[src/rtl/popcount_match_pipe.sv]
// -----------------------------------------------------------------------------
// popcount_match_pipe
//
// Purpose:
//   Two-stage streaming detector. Each accepted WIDTH-bit word has its ones
//   counted. The count is compared against the ones digit (id % 10) of each of
//   NTARGETS 32-bit ID values that arrive alongside the word. The block reports
//   per-target hit flags, an OR'd match flag and the count itself. It also keeps
//   a saturating tally of the results that were consumed with a match.
//
//   Stage 1 registers the popcount and the ID digits. Stage 2 registers the
//   comparison results. All outputs come from stage 2 registers. Both stages
//   carry a valid bit and advance under a valid/ready handshake, so the block
//   sustains one word per cycle and never drops or duplicates a word.
//
// Parameters:
//   WIDTH     input word width in bits (>= 1)
//   NTARGETS  number of ID targets compared per word (>= 1)
//   CNT_W     width of the saturating match counter
//   OW        popcount width, $clog2(WIDTH+1)
//
// Ports:
//   clk          in   rising-edge clock
//   rst          in   asynchronous reset, active-high
//   in_valid     in   input word valid
//   in_ready     out  block can accept a word this cycle
//   in_data      in   word to count
//   in_ids       in   unsigned IDs; target k = in_ids[32k +: 32]
//   out_valid    out  result valid
//   out_ready    in   consumer accepts result
//   out_ones     out  popcount of the word
//   out_hits     out  bit k set when ones == id_k % 10
//   out_match    out  OR of out_hits
//   clr_count    in   synchronous clear of match_count (wins over increment)
//   match_count  out  number of consumed results with out_match = 1
// -----------------------------------------------------------------------------
module popcount_match_pipe #(
  parameter  int WIDTH    = 9,
  parameter  int NTARGETS = 2,
  parameter  int CNT_W    = 16,
  localparam int OW       = $clog2(WIDTH + 1)
) (
  input  logic                  clk,
  input  logic                  rst,
  input  logic                  in_valid,
  output logic                  in_ready,
  input  logic [WIDTH-1:0]      in_data,
  input  logic [32*NTARGETS-1:0] in_ids,
  output logic                  out_valid,
  input  logic                  out_ready,
  output logic [OW-1:0]         out_ones,
  output logic [NTARGETS-1:0]   out_hits,
  output logic                  out_match,
  input  logic                  clr_count,
  output logic [CNT_W-1:0]      match_count
);

  // The compare width must hold both a popcount and a 4-bit digit. Because the
  // compare is done at this common width, a digit larger than WIDTH can never
  // equal a popcount. For a narrow WIDTH, that digit is not truncated into a
  // false hit.
  localparam int CW = (OW > 4) ? OW : 4;

  // Stage 1 state
  logic                       s1Valid_q, s1Valid_d;
  logic [OW-1:0]              s1Ones_q, s1Ones_d;
  logic [NTARGETS-1:0][3:0]   s1Digits_q, s1Digits_d;

  // Stage 2 state (drives the outputs)
  logic                       s2Valid_q, s2Valid_d;
  logic [OW-1:0]              s2Ones_q, s2Ones_d;
  logic [NTARGETS-1:0]        s2Hits_q, s2Hits_d;
  logic                       s2Match_q, s2Match_d;

  // Match tally
  logic [CNT_W-1:0]           count_q, count_d;

  // Handshake / flow control
  logic                       s2Adv;
  logic                       s1Adv;
  logic                       inFire;
  logic                       outFire;

  // Combinational results feeding the stage registers
  logic [OW-1:0]              inOnes;
  logic [NTARGETS-1:0][3:0]   inDigits;
  logic [NTARGETS-1:0]        s1Hits;

  // Stage 2 may load whenever it is empty or its result is being taken.
  // Stage 1 may load whenever it is empty or can hand its word to stage 2.
  // The stage 1 advance condition is also the input ready signal.
  assign s2Adv    = !s2Valid_q | out_ready;
  assign s1Adv    = !s1Valid_q | s2Adv;
  assign in_ready = s1Adv;
  assign inFire   = in_valid & in_ready;
  assign outFire  = s2Valid_q & out_ready;

  // Ones count of the incoming word and ones digit of every incoming ID.
  always_comb begin
    inOnes   = '0;
    inDigits = '0;
    for (int i = 0; i < WIDTH; i++) begin
      inOnes = inOnes + OW'(in_data[i]);
    end
    for (int k = 0; k < NTARGETS; k++) begin
      inDigits[k] = 4'(in_ids[32*k +: 32] % 32'd10);
    end
  end

  // Per-target compare of the stage 1 word against its own captured digits.
  always_comb begin
    s1Hits = '0;
    for (int k = 0; k < NTARGETS; k++) begin
      s1Hits[k] = (CW'(s1Ones_q) == CW'(s1Digits_q[k]));
    end
  end

  // Stage 1 next state. Data is only captured on an input handshake, so later
  // changes to in_ids cannot reach a word already in flight.
  always_comb begin
    s1Valid_d  = s1Valid_q;
    s1Ones_d   = s1Ones_q;
    s1Digits_d = s1Digits_q;
    if (s1Adv) begin
      s1Valid_d = inFire;
      if (inFire) begin
        s1Ones_d   = inOnes;
        s1Digits_d = inDigits;
      end
    end
  end

  // Stage 2 next state. While stalled, every field holds, so the outputs stay
  // stable until the consumer takes them.
  always_comb begin
    s2Valid_d = s2Valid_q;
    s2Ones_d  = s2Ones_q;
    s2Hits_d  = s2Hits_q;
    s2Match_d = s2Match_q;
    if (s2Adv) begin
      s2Valid_d = s1Valid_q;
      if (s1Valid_q) begin
        s2Ones_d  = s1Ones_q;
        s2Hits_d  = s1Hits;
        s2Match_d = |s1Hits;
      end
    end
  end

  // Saturating tally of consumed matching results. A clear takes priority
  // over an increment in the same cycle.
  always_comb begin
    count_d = count_q;
    if (clr_count) begin
      count_d = '0;
    end else if (outFire && s2Match_q && (count_q != {CNT_W{1'b1}})) begin
      count_d = count_q + 1'b1;
    end
  end

  // Stage registers and tally. Reset empties both stages, so any word in
  // flight is discarded without producing an output handshake.
  always_ff @(posedge clk or posedge rst) begin
    if (rst) begin
      s1Valid_q  <= 1'b0;
      s1Ones_q   <= '0;
      s1Digits_q <= '0;
      s2Valid_q  <= 1'b0;
      s2Ones_q   <= '0;
      s2Hits_q   <= '0;
      s2Match_q  <= 1'b0;
      count_q    <= '0;
    end else begin
      s1Valid_q  <= s1Valid_d;
      s1Ones_q   <= s1Ones_d;
      s1Digits_q <= s1Digits_d;
      s2Valid_q  <= s2Valid_d;
      s2Ones_q   <= s2Ones_d;
      s2Hits_q   <= s2Hits_d;
      s2Match_q  <= s2Match_d;
      count_q    <= count_d;
    end
  end

  assign out_valid   = s2Valid_q;
  assign out_ones    = s2Ones_q;
  assign out_hits    = s2Hits_q;
  assign out_match   = s2Match_q;
  assign match_count = count_q;

endmodule

[config.mk]
export PLATFORM = sky130hd
export DESIGN_NAME = popcount_match_pipe
export DESIGN_NICKNAME = d
export VERILOG_FILES = /design/src/rtl/popcount_match_pipe.sv
export SDC_FILE = /design/constraint.sdc
export NUM_CORES = 1
export LEC_CHECK = 0
export ABC_AREA = 1
export BUFFER_PORTS_ARGS = -buffer_cell sky130_fd_sc_hd__buf_4
export CELL_PAD_IN_SITES_DETAIL_PLACEMENT = 1
export CELL_PAD_IN_SITES_GLOBAL_PLACEMENT = 2
export CORE_ASPECT_RATIO = 1.2
export CORE_MARGIN = 2
export CORE_UTILIZATION = 31
export DETAILED_ROUTE_END_ITERATION = 8
export PLACE_DENSITY = 0.88
export SKIP_CTS_REPAIR_TIMING = 1
export SLEW_MARGIN = 40
export SYNTH_ARGS = -nofsm -noshare
export SYNTH_HDL_FRONTEND = slang
export SYNTH_SLANG_ARGS = --single-unit
[constraint.sdc]
create_clock -name clk -period 2.4 [get_ports clk]
set_input_delay 0.24 -clock clk [delete_from_list [all_inputs] [get_ports clk]]
set_output_delay 0.24 -clock clk [all_outputs]
set_load 0.01 [all_outputs]
# Word-level counts from Yosys, hierarchy flattened
# Cells that the tools add are included.
# Widths: inputs -> output; s select.
totals:
  wordCells: 37
  register_bits: 37
  out_inout_bits: 25
classes:
  bitwise_logic: 4
  mux: 2
  div: 2
  reduce_logical: 8
  n_eq_ne: 3
  add_sub_neg: 9
op_table:
  columns: ["cell", "count"]
  rows:
  - ["$mod 32x4->32 const B", 2]
  - ["$mux 16", 2]
  - ["$add 4x1->4", 5]
  - ["$add 16x1->16 const B", 1]
  - ["$ne 16x16->1 const B", 1]
  - ["$eq 4x4->1", 2]
  - ["$add 3x1->4", 1]
  - ["$reduce_and 2->1", 2]
  - ["$add 2x1->3", 1]
  - ["$add 1x1->2", 1]
  - ["$and 1x1->1", 2]
  - ["$logic_and 1x1->1", 2]
  - ["$logic_not 1->1", 2]
  - ["$or 1x1->1", 2]
  - ["$reduce_bool 2->1", 1]
  - ["$reduce_or 2->1", 1]

# Longest topological paths before layout
# Gate-level depths: netlist of the first run.
depth:
  ltp_word: 8
  depth_mapped: 134
  mapped_depth_nobuf: 134

# Worst setup path after synthesis of the first run
# Ideal clock, no wire load.
synth_timing:
  path_type: "input-to-reg"
  from: "in in_ids[61]"
  to: "reg s1Digits_q[5] in the netlist's numbering"
  setup_ns: 0.116
  slack_ns: -6.547
  path_stages: 122
  n_path_buf: 0
  arrival_time_ns: 8.830
  cell_sequence: "nand2_1 inv_2 o21bai_2 nand2_4 nand3_1 nand3_2 nand2_4 nand2_2 nand2_2 nand3_2 nand2_2 nand2_2 nand2_2 nand2_4 nand2_2 nand3_1 nand2_4 inv_2 [86 not listed] nand2_2 nand2_2 inv_2 nand2_4 nand2_4 nand2_2 nand2_2 inv_2 nand2_2 nand2_2 nand2_2 nand3_2 nand2_2 nand2_2 nand2_1 nand2_1 nand2_1 nand2_1"
synth_between:
  elab_chain_cells: 1
synth_lines:
  columns: ["element", "line", "text"]
  rows:
  - ["start: declaration", "48", "input logic [32*NTARGETS-1:0] in_ids,"]
  - ["$mod 32x4->32", "106", "inDigits[k] = 4'(in_ids[32*k +: 32] % 32'd10);"]
  - ["end signal: assignment", "176", "s1Digits_q <= s1Digits_d;"]
  - ["end: declaration", "67", "logic [NTARGETS-1:0][3:0] s1Digits_q, s1Digits_d;"]
# Every way passes these cells.
# A chain may end at the register's enable or synchronous reset.

# Worst setup path in the final report of the first run
layout_timing:
  from: "in in_ids[29]"
  to: "reg s1Digits_q[2] in the netlist's numbering"
# The elaborated chain is that of the path after synthesis.

==> results of run 1 <==
==> sequential cells by signal, summed over array words and instances (netlist names) <==
| name | cells |
|---|---|
| out_ones | 4 |
| out_hits | 2 |
| s1Valid_q | 1 |
| s1Digits_q | 8 |
| s1Ones_q | 4 |
| out_valid | 1 |
| out_match | 1 |
| match_count | 16 |
==> area by class of cell <==
class / instances / area, um^2 / share of cell area
multi-input cells: 986 / 7410 / 0.624
repair buffers: 280 / 2130 / 0.180
flip-flops and latches: 37 / 926 / 0.0780
inverters: 223 / 872 / 0.0734
well taps: 315 / 394 / 0.0332
clock buffers: 7 / 143 / 0.0120
==> cell families after synthesis <==
group / Yosys count
simple gates: 879
buf+inv: 227
compound gates: 80
flops: 37
xor+xnor: 19
fa+ha+maj: 8
==> cell usage after synthesis, drive strengths merged <==
cell type  instances  area [um^2]
a211oi             1         7.51
a21boi             1         7.51
a21o               2         15.0
a21oi             21          113
a221oi             1         8.76
and3               1         6.26
buf                1         11.3
clkbuf             3         21.3
clkinv             8         41.3
dfrtp             37          926
fa                 5          100
ha                 3         37.5
inv              215          815
nand2            558         2820
nand3            244         1500
nand3b             6         45.0
nand4             24          150
nor2              37          146
nor3               7         35.0
nor4               1         6.26
o2111ai            2         17.5
o211ai             1         7.51
o21ai             48          293
o21bai             3         26.3
or2                1         6.26
xnor2              7         61.3
xor2              12          105
==> path summary, 6_finish.rpt <==
check | slack [ns] | to | depth (start not counted) | from
min in group clk | 0.17 | s1Digits_q[4] | 3 | in_ids[32]
max | -7.60 | s1Digits_q[2] | 122 | in_ids[29]
min reg2reg | 0.49 | s1Digits_q[7] | 2 | s1Digits_q[7]
max in group asynchronous | 1.96 | match_count[7] | 3 | rst
max reg2reg | 0.05 | match_count[14] | 13 | match_count[0]
min | 0.1 | match_count[15] | 3 | rst
==> per-layer routing <==
metal,vias up,GRT usage
met5,-,0
met3,14,0.0105
met2,87,0.353
met1,4240,0.172
met4,0,0.00971
li1,4525,-
==> through the flow <==
step | cell area [um^2] | instances
floorplan | 7560 | 1250
global placement | 9820 | 1813
detailed placement | 9820 | 1813
CTS | 9960 | 1820
global route | 11900 | 1848
finish | 11900 | 1848
==> placed cells by master (no fill, tap or decap), types with 9 or more instances in the layout <==
master	Yosys	routed
nand2_1	334	212
xor2_1	12	9
o21ai_4	0	9
inv_2	49	70
o21ai_2	14	15
nand3_2	54	66
inv_4	3	11
a21oi_1	19	16
nand4_1	24	24
nand3_4	1	47
dfrtp_1	37	37
inv_1	163	139
nand2_2	191	182
o21ai_0	16	13
nand3_1	189	131
o21ai_1	18	11
nand2_4	33	162
buf_4	0	273
nor2_1	34	26
==> worst max-delay path: cells and delay by family <==
family | cells | cell delay, ns
AND/OR/NAND/NOR | 96 | 7.35
buffers and inverters | 19 | 1.45
AO/OA/AOI/OAI | 6 | 0.95
XOR/XNOR | 1 | 0.17
==> run metrics, run 1 <==
post-route clock period utilization=4.17; gr usage total=0.162; failing checks=setup timing; fin crit period=10.0 ns; FF+latch count, synth=37; worst path arrival time=10.22 ns; final setup vio count=9; CTS H-tree depth=2; TritonCTS Sinks=37; placer's final routability congestion estimate=0.789; sequential area share after synthesis=0.126; worst hold path class=in2async; CP Data Required Time=2.62 ns; Top Layer Used=met4; mapped cell area=7330 um^2; final core utilization=0.512; max-slew violations=0; CP endpoint kind=flip-flop; via count=8,866; post-synthesis simple-gate area fraction=0.644; # IOs=103; status=finished, violations left; Post-layout nets=1,619; CP max stage cell=o21ai_4; Avg Inst Size Synth=5.87 um^2; RSZ-0062 raised after global routing=true; DR pass1 iterations=4; Setup Total Neg Slack=-45.94 ns; met3 wire length=390 um; Initial DRC Count=123; Final ANT Viol Nets=0; CP max FO=5; per-cell routed wire length=12.8 um; initial core utilization=0.316; global route overflow=0; IO buf count=102; final hold vios=0; max cap viols=0; Tightest Pin Transition=0.489 ns; share of cells above drive strength 1=0.575; crit path launch type=input port; M1 wire length=8850 um; Vias/cell=4.80; cts bufs inserted=5; core box area=23,200 um^2; Std-Cell Rows=61; XOR/XNOR Fraction of Synth Area=0.0227; Fin Hold WS=0.0982 ns; Fillers=3,039; Setup Skew=0.00357 ns; first-pass GRT wire length=35,300 um; Compound-Gate Fraction of Synth Area=0.0676; dpl ws=-7.91 ns; number of global-route vias before repair=8,753; mux share of post-synthesis cell area=0; DRC viols=0; post-synth cell types=41; CTS tree=yes; instance count of the mapped netlist=1,250; Mapped Nets=1,336; largest family of logic cells by synthesized area=simple AND/OR/NAND/NOR gates; clock buffer depth=2; Worst path max stage delay=0.20 ns; Area growth syn-to-layout=61.9%; Most common cell on crit path=nand2_4; die height=172 um; largest net degree at the start of global routing=38; total die area=24,900 um^2; Highest Clock Rate=100 MHz; Synth Area in Adders=0.0188; CTS Root Cell=clkbuf_16; Ys Warns=0; CTS clock-pin slew for the worst setup and hold paths=0.05 ns; PnR worst setup slack=-7.60 ns; Post-Route WL=23,700 um; Clock Latency Late Sink=0.28 ns; DP Wirelength=17,800 um; Worst Setup Path Type=in2reg; initial antenna violation count=0; die width=144 um; met2 wire length=14,300 um; # diodes=0; Max-slew headroom=0.674
Power of run 1 is not shown: default switching activity piles up to over one toggle a cycle in this logic, so the estimate is an artifact.
==> inputs of run 2 (changes only) <==
--- a/config.mk
+++ b/config.mk
@@ -13,7 +13,7 @@
 export CORE_MARGIN = 2
 export CORE_UTILIZATION = 31
 export DETAILED_ROUTE_END_ITERATION = 8
-export PLACE_DENSITY = 0.88
+export PLACE_DENSITY_LB_ADDON = 0.2
 export SKIP_CTS_REPAIR_TIMING = 1
 export SLEW_MARGIN = 40
 export SYNTH_ARGS = -nofsm -noshare
==> run 2 against run 1 <==
Compared with the run above:
- hold slack worse by 0.021 ns
- final area is 0.36% lower
- the run still ends with setup timing left
- global-route usage shrank 0.40 points
- highest routed layer unchanged
==> run metrics, run 2 (synthesized netlist as in run 1, its figures left out) <==
Most common cell on crit path=nand2_4 (unchanged); DRC viols=0 (unchanged); via count=8,790 (was 8,866); final setup vio count=9 (unchanged); Bufs and invs on worst path=19 (unchanged); Post-layout nets=1,631 (was 1,619); Post-Route WL=22,400 um (was 23,700 um); total die area=24,900 um^2 (unchanged); PnR worst setup slack=-7.61 ns (was -7.60 ns); die width=144 um (unchanged); Cells after DPL=1,817 (was 1,813); first-pass GRT wire length=34,600 um (was 35,300 um); Highest Clock Rate=99.9 MHz (was 100 MHz); Tightest Pin Transition=0.476 ns (was 0.489 ns); CP max stage cell=a21oi_1 (was o21ai_4); Finished Layout Cells=1,861 (was 1,848); CTS tree=yes (unchanged); placer's final routability congestion estimate=0.776 (was 0.789); cts bufs inserted=5 (unchanged); TritonCTS Sinks=37 (unchanged); Vias/cell=4.72 (was 4.80); Reg2Reg Depth=12 (was 13); fin crit period=10.01 ns (was 10.0 ns); Worst Setup Path Type=in2reg (unchanged); CP Data Required Time=2.62 ns (about the same); worst path arrival time=10.23 ns (was 10.22 ns); Setup Skew=0.00364 ns (was 0.00357 ns); reg2reg end=match_count[14] (unchanged); Clock Latency Late Sink=0.28 ns (about the same); # diodes=0 (unchanged); RSZ-0062 raised after global routing=true (unchanged); CP endpoint kind=flip-flop (unchanged); worst r2r src=match_count[0] (unchanged); initial core utilization=0.316 (unchanged); Initial DRC Count=124 (was 123); delay-heaviest family, CP=simple AND/OR/NAND/NOR gates (unchanged); Std-Cell Rows=61 (unchanged); global route overflow=0 (unchanged); Final ANT Viol Nets=0 (unchanged); largest net degree at the start of global routing=38 (unchanged); Max-slew headroom=0.682 (was 0.674); gr usage total=0.158 (was 0.162); share of cells above drive strength 1=0.569 (was 0.575); die height=172 um (unchanged); CTS Root Cell=clkbuf_16 (unchanged); Area growth syn-to-layout=61.3% (was 61.9%); worst hold path class=in2async (unchanged); crit path launch type=input port (unchanged); initial antenna violation count=0 (unchanged); max cap viols=0 (unchanged); IO buf count=102 (unchanged); clock buffer depth=2 (unchanged); CP max FO=5 (unchanged); most frequent cells in the layout=buf_4, nand2_1, nand2_2 (unchanged); CTS H-tree depth=2 (unchanged); dpl ws=-7.96 ns (was -7.91 ns); # IOs=103 (unchanged); max-slew violations=0 (unchanged); core box area=23,200 um^2 (unchanged); commonest non-fill, non-tap cell in the layout=buf_4 (unchanged); failing checks=setup timing (unchanged); status=finished, violations left (unchanged); R2R Setup Slk=0.27 ns (was 0.05 ns); CTS clock-pin slew for the worst setup and hold paths=0.06 ns (was 0.05 ns); Largest register FFs=16 (unchanged); per-cell routed wire length=12.0 um (was 12.8 um); post-route clock period utilization=4.17 (about the same); DP Wirelength=17,200 um (was 17,800 um); DR pass1 iterations=4 (unchanged); number of global-route vias before repair=8,615 (was 8,753); Worst path max stage delay=0.21 ns (was 0.20 ns); final hold vios=0 (unchanged)
-- run 2: cell count changes in the layout (fill, tap and decap cells not counted), moves of 3 or more --
cell      change
nand2_1      +17
clkinv_2      +3
o21ai_1       -3
o21ai_2       +3
buf_4        +13
nand2_2       -4
nand2_4      -12
inv_4         -3
-- run 2: how the worst max path moves through the flow --
stage                     cells past startpoint             to  slack (ns)        from
after floorplan                             124  s1Digits_q[1]       -6.41  in_ids[29]
final                                       117  s1Digits_q[2]       -7.61  in_ids[31]
after CTS                                   120  s1Digits_q[1]       -7.71  in_ids[29]
after detailed placement                    120  s1Digits_q[1]       -7.96  in_ids[29]
after global placement                      115  s1Digits_q[1]       -7.70  in_ids[29]
after global routing                        113  s1Digits_q[2]       -8.61  in_ids[31]
-- run 2: layout make-up --
type | instances | area [um^2]
clock buffer | 6 | 129
clock inverter | 2 | 10.0
fill | 3040 | 11400
inverter | 223 | 866
multi-input combinational | 986 | 7290
sequential | 37 | 926
tap | 315 | 394
timing repair buffer | 292 | 2220
-- run 2: per-stage QoR --
step	instance area [um^2]	util	hold WS [ns]	setup TNS, ns
finish	11800	0.510	0.0771	-45.69
global route	11800	0.510	0.135	-51.72
CTS	9980	0.430	0.0993	-45.68
detailed placement	9850	0.424	0.396	-48.24
global placement	9850	0.424	0.389	-46.23
floorplan	7560	-	0.312	-38.93
-- run 2: metal layers --
metal,up-vias,share of wire,GRT usage
met1,4186,0.40,0.177
met3,2,0.021,0.0174
met5,-,0,0
li1,4535,-,-
met2,67,0.58,0.328
met4,0,0.0014,0.00971
-- run 2: worst register-to-register path, stage by stage (launching register included) --
cell and delay [ns]:
dfrtp_1 0.40, ha_1 0.22, nand2_1 0.12, nor4_2 0.08, a21oi_2 0.13, inv_1 0.09
nor2_1 0.14, inv_1 0.08, nor2_1 0.14, inv_1 0.12, nor3_4 0.17, nand4_1 0.13
a221oi_2 0.22
Power of run 2 is left out for the same reason.
